### src/rtl/fnd_pkg.sv
// fnd_pkg: shared constants and types for the FND scan controller.
//   SEG_CODE  - active-low 7-segment codes {dp,g,f,e,d,c,b,a} for digits 0..9, dp off
//   SEG_BLANK - all segments off
//   COM_DIG   - active-low digit enables for scan index 0..3
//   COM_OFF   - no digit enabled
//   conv_state_t - BCD conversion FSM states
package fnd_pkg;

    localparam logic [7:0] SEG_BLANK = 8'hFF;
    localparam logic [7:0] SEG_CODE [0:9] = '{
        8'hC0, 8'hF9, 8'hA4, 8'hB0, 8'h99,
        8'h92, 8'h82, 8'hF8, 8'h80, 8'h90
    };

    localparam logic [3:0] COM_OFF = 4'b1111;
    localparam logic [3:0] COM_DIG [0:3] = '{4'b1110, 4'b1101, 4'b1011, 4'b0111};

    localparam logic [7:0] MAX_VAL = 8'd99;

    typedef enum logic [1:0] {IDLE, LOAD, SHIFT, DONE} conv_state_t;

    // Non-decimal nibbles map to blank rather than garbage segments.
    function automatic logic [7:0] seg_of(input logic [3:0] nib);
        logic [7:0] seg;
        seg = SEG_BLANK;
        for (int i = 0; i < 10; i++) begin
            if (nib == 4'(i)) seg = SEG_CODE[i];
        end
        return seg;
    endfunction

    function automatic logic [7:0] clamp99(input logic [7:0] v);
        return (v > MAX_VAL) ? MAX_VAL : v;
    endfunction

endpackage

### src/rtl/fnd_scan_ctrl_if.sv
// fnd_scan_ctrl_if: bundle between the counter blocks and the FND display stage.
//   value_hi/value_lo - binary 0..99 pair values (left/right)
//   dp_en             - separator decimal point on digit 2
//   blink_en/blink_sel- blanking-blink enable and pair select (bit0 lo, bit1 hi)
//   seg_7/com         - active-low segment and digit-enable outputs
// master: the counter side driving values; slave: the display controller.
interface fnd_scan_ctrl_if;
    logic [7:0] value_hi;
    logic [7:0] value_lo;
    logic       dp_en;
    logic       blink_en;
    logic [1:0] blink_sel;
    logic [7:0] seg_7;
    logic [3:0] com;

    modport master (
        output value_hi, value_lo, dp_en, blink_en, blink_sel,
        input  seg_7, com
    );

    modport slave (
        input  value_hi, value_lo, dp_en, blink_en, blink_sel,
        output seg_7, com
    );
endinterface

### src/rtl/bin_to_bcd_seq.sv
// bin_to_bcd_seq: sequential double-dabble datapath, 8-bit binary (0..99) to two BCD nibbles.
//   clk, reset_p - clock, synchronous active-high reset
//   load         - capture bin into the shift register and clear the accumulator
//   shift        - one adjust-and-shift step; 8 steps give the result
//   bin          - binary input
//   bcd          - {tens, ones} accumulator, valid after the 8th shift
module bin_to_bcd_seq (
    input  logic       clk,
    input  logic       reset_p,
    input  logic       load,
    input  logic       shift,
    input  logic [7:0] bin,
    output logic [7:0] bcd
);
    logic [7:0]  sh_q;
    logic [7:0]  acc_q;
    logic [7:0]  acc_adj;
    logic [15:0] shifted;

    always_comb begin
        acc_adj = acc_q;
        if (acc_q[3:0] >= 4'd5) acc_adj[3:0] = acc_q[3:0] + 4'd3;
        if (acc_q[7:4] >= 4'd5) acc_adj[7:4] = acc_q[7:4] + 4'd3;
        shifted = {acc_adj, sh_q} << 1;
    end

    always_ff @(posedge clk) begin
        if (reset_p) begin
            sh_q  <= '0;
            acc_q <= '0;
        end else if (load) begin
            sh_q  <= bin;
            acc_q <= '0;
        end else if (shift) begin
            acc_q <= shifted[15:8];
            sh_q  <= shifted[7:0];
        end
    end

    assign bcd = acc_q;
endmodule

### src/rtl/fnd_scan_ctrl.sv
// fnd_scan_ctrl: converts two 0..99 values to BCD once per scan frame and multiplexes the
// four digits onto a common-anode 7-segment display with dp separator and pair blinking.
//   clk, reset_p - clock, synchronous active-high reset
//   bus (slave)  - value_hi/value_lo/dp_en/blink_en/blink_sel in, seg_7/com out
module fnd_scan_ctrl
    import fnd_pkg::*;
#(
    parameter int unsigned CLK_HZ   = 100_000_000,
    parameter int unsigned SCAN_HZ  = 1_000,
    parameter int unsigned BLINK_HZ = 2
) (
    input  logic             clk,
    input  logic             reset_p,
    fnd_scan_ctrl_if.slave   bus
);
    localparam int unsigned SCAN_DIV  = CLK_HZ / SCAN_HZ;
    localparam int unsigned BLINK_DIV = CLK_HZ / (2 * BLINK_HZ);
    localparam int unsigned SCAN_W    = (SCAN_DIV > 1) ? $clog2(SCAN_DIV) : 1;
    localparam int unsigned BLINK_W   = (BLINK_DIV > 1) ? $clog2(BLINK_DIV) : 1;

    logic [SCAN_W-1:0]  presc_q;
    logic [BLINK_W-1:0] blink_cnt_q;
    logic               blink_phase_q;
    logic [1:0]         idx_q;
    logic               scan_tick;
    logic               blink_wrap;
    logic               frame_start;

    assign scan_tick   = (presc_q == SCAN_W'(SCAN_DIV - 1));
    assign blink_wrap  = (blink_cnt_q == BLINK_W'(BLINK_DIV - 1));
    // Index 3 rolling over to 0 marks the start of a new frame.
    assign frame_start = scan_tick && (idx_q == 2'd3);

    always_ff @(posedge clk) begin
        if (reset_p) begin
            presc_q       <= '0;
            idx_q         <= '0;
            blink_cnt_q   <= '0;
            blink_phase_q <= 1'b0;
        end else begin
            presc_q     <= scan_tick ? '0 : presc_q + SCAN_W'(1);
            blink_cnt_q <= blink_wrap ? '0 : blink_cnt_q + BLINK_W'(1);
            if (scan_tick)  idx_q         <= idx_q + 2'd1;
            if (blink_wrap) blink_phase_q <= ~blink_phase_q;
        end
    end

    // Conversion FSM: both converters run in lock-step so both pairs update together.
    conv_state_t state_q;
    logic [2:0]  bit_cnt_q;
    logic [7:0]  samp_hi_q, samp_lo_q;
    logic [7:0]  disp_hi_q, disp_lo_q;
    logic        load_q, shift_q;
    logic [7:0]  bcd_hi, bcd_lo;

    always_ff @(posedge clk) begin
        if (reset_p) begin
            state_q   <= IDLE;
            bit_cnt_q <= '0;
            samp_hi_q <= '0;
            samp_lo_q <= '0;
            disp_hi_q <= '0;
            disp_lo_q <= '0;
            load_q    <= 1'b0;
            shift_q   <= 1'b0;
        end else begin
            unique case (state_q)
                IDLE: begin
                    if (frame_start) begin
                        samp_hi_q <= clamp99(bus.value_hi);
                        samp_lo_q <= clamp99(bus.value_lo);
                        load_q    <= 1'b1;
                        state_q   <= LOAD;
                    end
                end
                LOAD: begin
                    load_q    <= 1'b0;
                    shift_q   <= 1'b1;
                    bit_cnt_q <= '0;
                    state_q   <= SHIFT;
                end
                SHIFT: begin
                    bit_cnt_q <= bit_cnt_q + 3'd1;
                    if (bit_cnt_q == 3'd7) begin
                        shift_q <= 1'b0;
                        state_q <= DONE;
                    end
                end
                DONE: begin
                    disp_hi_q <= bcd_hi;
                    disp_lo_q <= bcd_lo;
                    state_q   <= IDLE;
                end
                default: state_q <= IDLE;
            endcase
        end
    end

    bin_to_bcd_seq u_conv_hi (
        .clk     (clk),
        .reset_p (reset_p),
        .load    (load_q),
        .shift   (shift_q),
        .bin     (samp_hi_q),
        .bcd     (bcd_hi)
    );

    bin_to_bcd_seq u_conv_lo (
        .clk     (clk),
        .reset_p (reset_p),
        .load    (load_q),
        .shift   (shift_q),
        .bin     (samp_lo_q),
        .bcd     (bcd_lo)
    );

    // Output stage: digit select, dp, blanking, then register.
    logic [3:0] nib;
    logic       blank;
    logic [7:0] seg_d, seg_q;
    logic [3:0] com_d, com_q;

    always_comb begin
        unique case (idx_q)
            2'd0:    nib = disp_lo_q[3:0];
            2'd1:    nib = disp_lo_q[7:4];
            2'd2:    nib = disp_hi_q[3:0];
            default: nib = disp_hi_q[7:4];
        endcase
        // idx_q[1] distinguishes the hi pair (digits 2,3) from the lo pair (digits 0,1).
        blank = bus.blink_en && blink_phase_q &&
                (idx_q[1] ? bus.blink_sel[1] : bus.blink_sel[0]);
        seg_d = seg_of(nib);
        if (idx_q == 2'd2 && bus.dp_en) seg_d[7] = 1'b0;
        com_d = COM_DIG[idx_q];
        if (blank) begin
            seg_d = SEG_BLANK;
            com_d = COM_OFF;
        end
    end

    always_ff @(posedge clk) begin
        if (reset_p) begin
            seg_q <= SEG_BLANK;
            com_q <= COM_OFF;
        end else begin
            seg_q <= seg_d;
            com_q <= com_d;
        end
    end

    assign bus.seg_7 = seg_q;
    assign bus.com   = com_q;
endmodule

### src/flat_wrapper.sv
// flat-port wrapper written by rule: the top's interface ports become plain ports
module fnd_scan_ctrl_flat import fnd_pkg::*;
#(
    parameter int unsigned CLK_HZ   = 100_000_000,
    parameter int unsigned SCAN_HZ  = 1_000,
    parameter int unsigned BLINK_HZ = 2
)
  (clk, reset_p, bus_value_hi, bus_value_lo, bus_dp_en, bus_blink_en, bus_blink_sel, bus_seg_7, bus_com);
  fnd_scan_ctrl_if bus_i ();
  input  logic clk;
  input  logic reset_p;
  input wire logic [$bits(bus_i.value_hi)-1:0] bus_value_hi;
  input wire logic [$bits(bus_i.value_lo)-1:0] bus_value_lo;
  input wire logic [$bits(bus_i.dp_en)-1:0] bus_dp_en;
  input wire logic [$bits(bus_i.blink_en)-1:0] bus_blink_en;
  input wire logic [$bits(bus_i.blink_sel)-1:0] bus_blink_sel;
  output wire logic [$bits(bus_i.seg_7)-1:0] bus_seg_7;
  output wire logic [$bits(bus_i.com)-1:0] bus_com;
  assign bus_i.value_hi = bus_value_hi;
  assign bus_i.value_lo = bus_value_lo;
  assign bus_i.dp_en = bus_dp_en;
  assign bus_i.blink_en = bus_blink_en;
  assign bus_i.blink_sel = bus_blink_sel;
  assign bus_seg_7 = bus_i.seg_7;
  assign bus_com = bus_i.com;
  fnd_scan_ctrl #(.CLK_HZ(CLK_HZ), .SCAN_HZ(SCAN_HZ), .BLINK_HZ(BLINK_HZ)) u_core (.clk(clk), .reset_p(reset_p), .bus(bus_i));
endmodule
### config.mk
export PLATFORM = sky130hd
export DESIGN_NAME = fnd_scan_ctrl_flat
export DESIGN_NICKNAME = d
export VERILOG_FILES = /design/src/rtl/fnd_pkg.sv /design/src/rtl/fnd_scan_ctrl_if.sv /design/src/rtl/bin_to_bcd_seq.sv /design/src/rtl/fnd_scan_ctrl.sv /design/src/flat_wrapper.sv
export SDC_FILE = /design/constraint.sdc
export NUM_CORES = 1
export LEC_CHECK = 0
export ABC_AREA = 1
export ABC_CLOCK_PERIOD_IN_PS = 3100
export CAP_MARGIN = 20
export CORE_ASPECT_RATIO = 1.25
export CORE_MARGIN = 2
export CORE_UTILIZATION = 64
export DETAILED_ROUTE_END_ITERATION = 8
export GPL_TIMING_DRIVEN = 1
export PLACE_DENSITY = 0.85
export SLEW_MARGIN = 10
export SYNTH_ARGS = -nofsm -noshare
export SYNTH_HDL_FRONTEND = slang
export SYNTH_SLANG_ARGS = --single-unit
### constraint.sdc
create_clock -name clk -period 3.1 [get_ports clk]
set_input_delay 0.62 -clock clk [delete_from_list [all_inputs] [get_ports clk]]
set_output_delay 0.62 -clock clk [all_outputs]
set_load 0.03 [all_outputs]
* Yosys cells after proc, flatten, opt, wreduce, memory -nomap -nowiden
Index checks and enable logic that the tools add are counted.
** Storage, ports and cells
- Bits in registers :: 128
- Word-level logic and storage cells :: 109
- Input bits :: 22
- Output and inout port bits :: 12
** Operators by class
- Bitwise operators :: 2
- Muxes and demuxes :: 34
- Equal/unequal tests :: 20
- Add/subtract/negate cells :: 8
- Magnitude comparators :: 7
- Reduce and logical (&&, ||, !) cells :: 19
** Operator list (count)
- $mux W7 :: 8
- $mux W8 :: 6
- $add A25 B1 Y25 const B :: 1
- $eq A25 B25 Y1 const B :: 1
- $add A17 B1 Y17 const B :: 1
- $eq A17 B17 Y1 const B :: 1
- $eq A4 B3 Y1 const B :: 4
- $ge A4 B3 Y1 const B :: 4
- $gt A8 B7 Y1 const B :: 2
- $mux W4 :: 4
- $mux W6 :: 2
- $pmux W4 S3 :: 1
- $add A4 B2 Y4 const B :: 2
- $bmux W4 S2 :: 1
- $eq A2 B2 Y1 const B :: 4
- $eq A4 B2 Y1 const B :: 2
- $eq A4 B4 Y1 const B :: 2
- $pmux W2 S4 :: 1
- $reduce_and A2 Y1 :: 4
- $reduce_or A2 Y1 :: 4
- $add A3 B2 Y3 const B :: 2
- $mux W3 :: 2
- $pmux W3 S2 :: 1
- $reduce_bool A2 Y1 :: 3
- 16 further kinds :: 27

* Logic depth before layout (Yosys ltp)
Gate-level depths: netlist of run 1.
- Word-level depth :: 13
- Mapped depth :: 12
- Mapped depth without buffers :: 12

* By module
A second synthesis of run 1 with hierarchy kept.
** Unflattened totals
- Cells, all modules :: 904
- Area total of the unflattened synthesis :: 6301.0 µm²
** By module, submodules not included
- fnd_scan_ctrl :: times used 1, seq. area each 1921.8 µm², area an instance 4621.9 µm², cells an instance 670
- bin_to_bcd_seq :: times used 2, seq. area each 320.3 µm², area an instance 839.6 µm², cells an instance 117

* Worst setup path after synthesis of run 1
No wires, ideal clock.
- Path type :: register -> register
- From :: register u_core.idx_q[0]
- To :: register u_core.seg_q[0], in the netlist u_core.bus.seg_7[0]
- Path slack :: 1.446 ns
- Cell stages (with the launch flop) :: 11
- Buffers on the path :: 0
- Setup time :: 0.125 ns
- Data required time :: 2.975 ns
- Arrival :: 1.529 ns
- Period minus slack after synthesis :: 1.654 ns
- Path through :: dfxtp_1 inv_1 ha_1 nand2_1 nand2_1 o21bai_1 nand2_1 nor2_1 nand2_1 nand3_1 nand2_1
** On the way
- Word-level cells in the longest chain between the ends :: 13
- Elaborated cells on any way between the ends :: 24
- Classes of those cells :: 11 x eq/ne; 11 x mux; 2 x reduce/logical
** RTL lines
- from (decl) :: line fnd_scan_ctrl.sv:24 : logic [1:0] idx_q;
- from (signal assigned) :: line fnd_scan_ctrl.sv:43 : if (scan_tick) idx_q <= idx_q + 2'd1;
- $eq A2 B2 Y1 (tied with other cells) :: line fnd_scan_ctrl.sv:124 : unique case (idx_q)
- $pmux W4 S3 * :: line fnd_scan_ctrl.sv:124
- $logic_not A4 Y1 :: line fnd_pkg.sv:27 : if (nib == 4'(i)) seg = SEG_CODE[i];
- $mux W6 (2 in series) :: line fnd_pkg.sv:27
- $mux W7 (7 in series) :: line fnd_pkg.sv:27
- $mux W7 * :: line fnd_pkg.sv:27
- to (signal assigned) :: line fnd_scan_ctrl.sv:147 : seg_q <= seg_d;
- to (decl) :: line fnd_scan_ctrl.sv:120 : logic [7:0] seg_d, seg_q;
Every way passes the cells marked *; elsewhere a longest branch is shown, timed or not.
A chain may end at the register's enable or synchronous reset.

==> results of run 1 <==
area by class of cell:
type / instances / area, um2
fill: 666 / 2110
timing repair buffer: 37 / 360
inverter: 111 / 417
multi-input combinational: 589 / 2940
clock buffer: 22 / 494
tap: 123 / 154
clock inverter: 10 / 131
sequential: 128 / 2560
registers in the layout, summed over array words and instances (netlist names), 2 cells and up:
signal and flops:
u_core.u_conv_lo.sh_q 8, u_core.disp_lo_q 8, u_core.samp_lo_q 8, u_core.blink_cnt_q 25, u_core.u_conv_hi.sh_q 8, u_core.disp_hi_q 8, u_core.samp_hi_q 8, u_core.u_conv_hi.bcd 8
u_core.presc_q 17, u_core.bus.seg_7 8, u_core.state_q 2, u_core.bus.com 4, u_core.bit_cnt_q 3, u_core.u_conv_lo.bcd 8, u_core.idx_q 2
Yosys cell counts, drive strengths merged:
library cell	count	share of area, %
nand2	195	12
nor2	134	8.5
dfxtp	128	42
inv	109	6.8
a21oi	59	4.9
o21ai	41	3.4
nor3	31	2.7
nand3	28	2.6
ha	21	4.3
xor2	16	2.3
clkbuf	13	0.81
buf	11	1.2
o221ai	10	1.4
nand4	8	0.83
or2	7	0.72
o211ai	6	0.75
o21bai	5	0.62
a211oi	4	0.50
nand3b	4	0.50
nor3b	4	0.50
xnor2	4	0.58
and3	3	0.31
nor4	3	0.31
clkinv	2	0.12
o21a	2	0.25
a221oi	1	0.15
a22oi	1	0.12
a31oi	1	0.10
o31ai	1	0.12
layer usage:
layer | vias to the layer above | global-route usage (%) | share of wire, %
li1 | 2791 | - | -
met1 | 2536 | 30.4 | 41
met2 | 175 | 49.5 | 52
met3 | 34 | 6.85 | 5.0
met4 | 0 | 10.1 | 1.9
met5 | - | 0 | 0
stage by stage:
| step | hold slack (ns) | setup slack, ns | utilization, % |
|---|---|---|---|
| 3_3_place_gp | 0.425 | 0.833 | 70.2 |
| 3_5_place_dp | 0.439 | 0.718 | 70.2 |
| 4_1_cts | 0.453 | 1.07 | 77.0 |
| 2_1_floorplan | 0.418 | 1.45 | - |
| 5_1_grt | 0.467 | 0.882 | 77.0 |
| 6_report | 0.451 | 1.06 | 77.0 |
worst paths after layout:
| kind | start | end | slack (ns) | cells past startpoint |
|---|---|---|---|---|
| worst max-delay path | u_core.shift_q | u_core.u_conv_lo.bcd[1] | 1.06 | 4 |
| worst min-delay path | u_core.presc_q[0] | u_core.presc_q[0] | 0.45 | 1 |
| worst max register to register | u_core.shift_q | u_core.u_conv_lo.bcd[1] | 1.06 | 4 |
| worst min register to register | u_core.presc_q[0] | u_core.presc_q[0] | 0.45 | 1 |
report_power, final:
part	internal [mW]	leakage [nW]	switching (mW)
combinational	0.0836	1.62	0.121
sequential	1.69	1.04	0.0337
clock	1.36	0.312	0.711
total	3.13	2.97	0.865
cell usage in the layout (no fill, tap or decap), types with 2 or more instances in the layout:
master,n
a211oi_1,4
a21oi_1,59
and3_1,3
buf_4,4
bufinv_16,3
clkbuf_16,17
clkbuf_8,5
clkdlybuf4s50_1,33
clkinv_1,2
clkinv_2,5
dfxtp_1,128
ha_1,21
inv_1,107
inv_2,2
nand2_1,194
nand3_1,26
nand3b_1,4
nand4_1,8
nor2_1,131
nor2_2,3
nor3_1,29
nor3_2,2
nor3b_1,4
nor4_1,3
o211ai_1,6
o21a_1,2
o21ai_0,41
o21bai_1,5
o221ai_1,10
or2_2,7
xnor2_1,4
xor2_1,16
critical path: cells and delay by family (launching register included):
kind / cells / cell delay [ns]
compound gates: 2 / 0.48
buf+inv: 2 / 0.74
flops: 1 / 0.76
cells by family after synthesis:
kind of cell,Yosys count,share of synthesized area [%]
compound gates,131,12.3
xor+xnor,20,2.90
fa+ha+maj,21,4.35
buf+inv,135,8.87
flops,128,42.4
simple gates,417,29.1
==> out/results.ini, run 1 <==
[global_routing]
gr-usage-all-layers_pct = 27.1
grt_max_degree = 34
antenna_found_initial = 0
grt_pass1_wl_mm = 22.8
grt_overflow = 0
grt_pass1_vias = 5382

[timing]
slew_viol_final = 0
worst_slew_pin_slew_ns = 0.979
fin_crit_ns = 2.04
hold_viol = 0
finalSetupViolCount = 0
maxSlewHeadroom_pct = 34.7
rsz0062_at_grt = no
setup_tns_ns = 0
fmax_mhz = 489
finClkSkew_ns = 0.00760
period_share_pct = 65.9

[routing]
routed_wl_mm = 13.5
drt_iter0_drc = 328
routedWlPerCell_um = 13.2
firstDrtPassIters = 5
via_per_inst = 5.43
ant_nets = 0
post-route-drc-count = 0
vias = 5536

[power_and_ir_drop]
p_leak_nw = 2.97
ir_worst_vdd_v = 0.000411
powerDensity_nw_per_um2 = 566
power_mw = 4.00

[cts]
clockBufferDepth = 2
cts_sinks = 128
clk_pin_slew_ns = 0.05
cts-resized-gates = 0
cts_root_buf = clkbuf_16
cts_buffers = 17
cts_hold_buffers = 0
cts_htree_levels = 4
cts_tree = yes
post_cts_buffers = 0
clkLatencyLatePin_ns = 0.42

[die]
die_x_um = 90.9
die-area_um2 = 10200
pin_count = 34
fp.coreArea_um2 = 9170
die_y_um = 113
start_util_pct = 65.8
rows = 39

[run]
maxCapViolations = 0

[layout]
nets = 927
drive_gt1_share_pct = 5.91
stdcell_count = 1020
antenna_cells = 0
syn2layout_area_growth_pct = 16.9
fin_area_um2 = 7060

[placement]
hpwl_mm = 9.14
placed_area_um2 = 6440
io_buffers = 33
place.gp.congestion = 0.889
place_inst = 988

[worst_setup_path]
startpoint_type = register
endpoint_kind = register
cpMaxStageDelayCell = dfxtp_1
cpPeakStageDelay_ns = 0.76
path_common_cell = inv_1
critical_path.max_fanout = 33
critPathRequiredTime_ns = 3.45
crit_type = reg2reg
crit_chain = inv_1 > a21oi_1 > o21ai_0 > inv_1
cp_data_arrival_time_ns = 2.40

[synthesis]
syn_inst = 852
ys_ff_latch = 128
ys_warn_count = 0
syn-cell-area_um2 = 6040
ys_seq_area_share_pct = 42.4
yosysUniqueCellTypes = 38
postSynthAreaPerCell_um2 = 7.09
synth_fp_nets = 895

[min_path]
holdCritPathClass = reg2reg

[outcome]
status = completed

(Power assumes the default switching activity.)
==> run 2: changes to the inputs <==
ABC_CLOCK_PERIOD_IN_PS = 1900   (was 3100)
CORE_UTILIZATION = 60   (was 64)
PLACE_DENSITY = 0.8   (was 0.85)
clock period = 1.9 ns   (was 3.1 ns; I/O delays follow)
==> run 2 against run 1 <==
Against the previous run:
- total power rose by 62%
- sequential power grew 62%
- clock skew decreased by 0.0019 ns
- final area increased by 2.0%
- largest cell class unchanged
- utilization is 2.8 points lower
- highest routed layer unchanged
- global-route usage shrank 1.1 points
- cell count rose by 1.7%
- largest power group unchanged
- critical path depth down 3
- critical path type is now reg2out
==> out/results.ini, run 2 (synthesis gave the netlist of run 1 again) <==
[outcome]
status = completed

[power_and_ir_drop]
powerDensity_nw_per_um2 = 900  ; +59%
swShare_pct = 21.9  ; +0.30 points
p_leak_nw = 3.03  ; +2.0%
power.internal_mw = 5.06  ; +61%
p_switching_mw = 1.42  ; +64%
ir_worst_vdd_v = 0.000558  ; +36%
clkPwrFrac_pct = 51.2  ; -0.7 points
pwr-share-seq_pct = 43.1  ; about the same
combinationalPowerShare_pct = 5.7  ; +0.6 points

[die]
die_y_um = 116  ; +3.2%
rows = 40  ; +2.6%
fp.coreArea_um2 = 9710  ; +5.8%
die_x_um = 93.7  ; +3.1%
start_util_pct = 62.2  ; -3.6 points
pin_count = 34  ; unchanged
die-area_um2 = 10900  ; +6.4%

[routing]
vias = 5613  ; +1.4%
ant_nets = 0  ; unchanged
drt_iter0_drc = 262  ; -20%
firstDrtPassIters = 6  ; +1
post-route-drc-count = 0  ; unchanged
routed_wl_mm = 13.8  ; +2.1%
routedWlPerCell_um = 13.3  ; +0.45%
via_per_inst = 5.41  ; -0.27%

[layout]
stdcell_count = 1037  ; +1.7%
final_cell_mix = 194 x nand2_1, 128 x nor2_1, 126 x dfxtp_1
drive_gt1_share_pct = 8.23  ; +2.3 points
largestRegisters = u_core.blink_cnt_q (25), u_core.presc_q (17)
antenna_cells = 0  ; unchanged
fin_area_um2 = 7200  ; +2.0%
fillCellCount = 766  ; +15%
regMostFlops = u_core.blink_cnt_q
largest_reg_flops = 25  ; unchanged
fin_util_pct = 74.2  ; -2.8 points
final_common_cell = nand2_1
syn2layout_area_growth_pct = 19.2
nets = 942  ; +1.6%

[placement]
place.gp.congestion = 0.912  ; +2.6%
io_buffers = 33  ; unchanged
placed_area_um2 = 6580  ; +2.2%
place_inst = 1006  ; +1.8%
hpwl_mm = 9.45  ; +3.3%

[cts]
post_cts_buffers = 0  ; unchanged
cts_sinks = 128  ; unchanged
clk_pin_slew_ns = 0.06  ; about the same
clockBufferDepth = 2  ; unchanged
clkLatencyLatePin_ns = 0.41  ; about the same
cts_tree = yes
cts_buffers = 17  ; unchanged
cts_htree_levels = 4  ; unchanged
cts-resized-gates = 0  ; unchanged
cts_root_buf = clkbuf_16
cts_hold_buffers = 0  ; unchanged

[min_path]
holdCritPathClass = reg2reg

[timing]
finalSetupViolCount = 0  ; unchanged
hold_viol = 0  ; unchanged
finClkSkew_ns = 0.00571  ; -0.00188 ns
worst_slew_pin_slew_ns = 0.393  ; -0.585 ns
whs_ns = 0.452  ; +0.000218 ns
fmax_mhz = 559
slew_viol_final = 0  ; unchanged
fin_crit_ns = 1.79
period_share_pct = 94.2
maxSlewHeadroom_pct = 73.7  ; +39 points

[worst_setup_path]
critical_path.max_fanout = 1  ; -97%
cp_data_arrival_time_ns = 1.41  ; -0.99 ns
cpMaxStageDelayCell = clkdlybuf4s50_1
endpoint_kind = primary output
cpPeakStageDelay_ns = 0.67  ; -0.09 ns
startpoint_type = register
crit_chain = clkdlybuf4s50_1
path_buf_inv = 1  ; -1
crit_type = reg2out
path_delay_family = buffers and inverters
critPathRequiredTime_ns = 1.52  ; -1.93 ns

[global_routing]
grt_pass1_wl_mm = 22.9  ; +0.42%
antenna_found_initial = 0  ; unchanged
grt_max_degree = 54  ; +59%
gr-usage-all-layers_pct = 26.0  ; -1.1 points
grt_overflow = 0  ; unchanged
grt_pass1_vias = 5310  ; -1.3%

[run]
maxCapViolations = 0  ; unchanged

[run 2: cell types whose count changed in the layout (fill, tap and decap cells not counted), moves of 2 or more]
cell | previous run | this run
o21bai_1 | 5 | 3
nor2_1 | 131 | 128
buf_4 | 4 | 17
clkinvlp_4 | 1 | 4
nor2_2 | 3 | 6
clkinv_2 | 5 | 3
o21bai_2 | 0 | 2
dfxtp_2 | 0 | 2
buf_12 | 0 | 2
clkbuf_8 | 5 | 3
dfxtp_1 | 128 | 126
[run 2: routing by layer]
| layer | vias to the layer above | track usage (%) | share of wire (%) |
|---|---|---|---|
| li1 | 2824 | - | - |
| met1 | 2582 | 29.3 | 42 |
| met2 | 162 | 46.7 | 51 |
| met3 | 45 | 5.68 | 4.2 |
| met4 | 0 | 12.2 | 3.1 |
| met5 | - | 0 | 0 |
[run 2: final cells by class]
class                           count  area, um2  area share, %
Timing Repair Buffer               52        498           6.91
Clock buffer                       21        470           6.53
Sequential cell                   128       2560           35.6
Multi-Input combinational cell    589       2960           41.1
Inverter                          111        417           5.78
Clock inverter                     10        135           1.88
Tap cell                          126        158           2.19
[run 2: worst paths after layout]
path	to	depth (start not counted)	slack (ns)	from
setup / recovery	bus_seg_7[0]	1	0.11	u_core.bus.seg_7[0]
hold / removal	u_core.presc_q[0]	1	0.45	u_core.presc_q[0]
setup reg to reg	u_core.bus.seg_7[3]	10	0.12	u_core.idx_q[1]
hold reg to reg	u_core.presc_q[0]	1	0.45	u_core.presc_q[0]
[run 2: power groups by stage]
stage	registers (mW)	logic, mW	clock network [mW]
floorplan	2.86	0.212	0
global placement	2.85	0.350	0
detailed placement	2.85	0.365	0
CTS	2.79	0.371	3.34
global route	2.80	0.413	3.46
finish	2.79	0.372	3.32
[run 2: stage by stage]
stage                     TNS [ns]  total power [mW]  setup WS, ns
after CTS                        0              6.50        0.0376
after detailed placement         0              3.21        0.0736
after global routing      -0.00268              6.67      -0.00268
after floorplan                  0              3.07         0.246
after global placement           0              3.20         0.185
final                            0              6.48         0.111
==> run 3: changes to the inputs <==
ABC_CLOCK_PERIOD_IN_PS = unset   (was 1900)
==> results of run 3 <==
No change in the layout: final DEF, timing and power equal those of run 2.
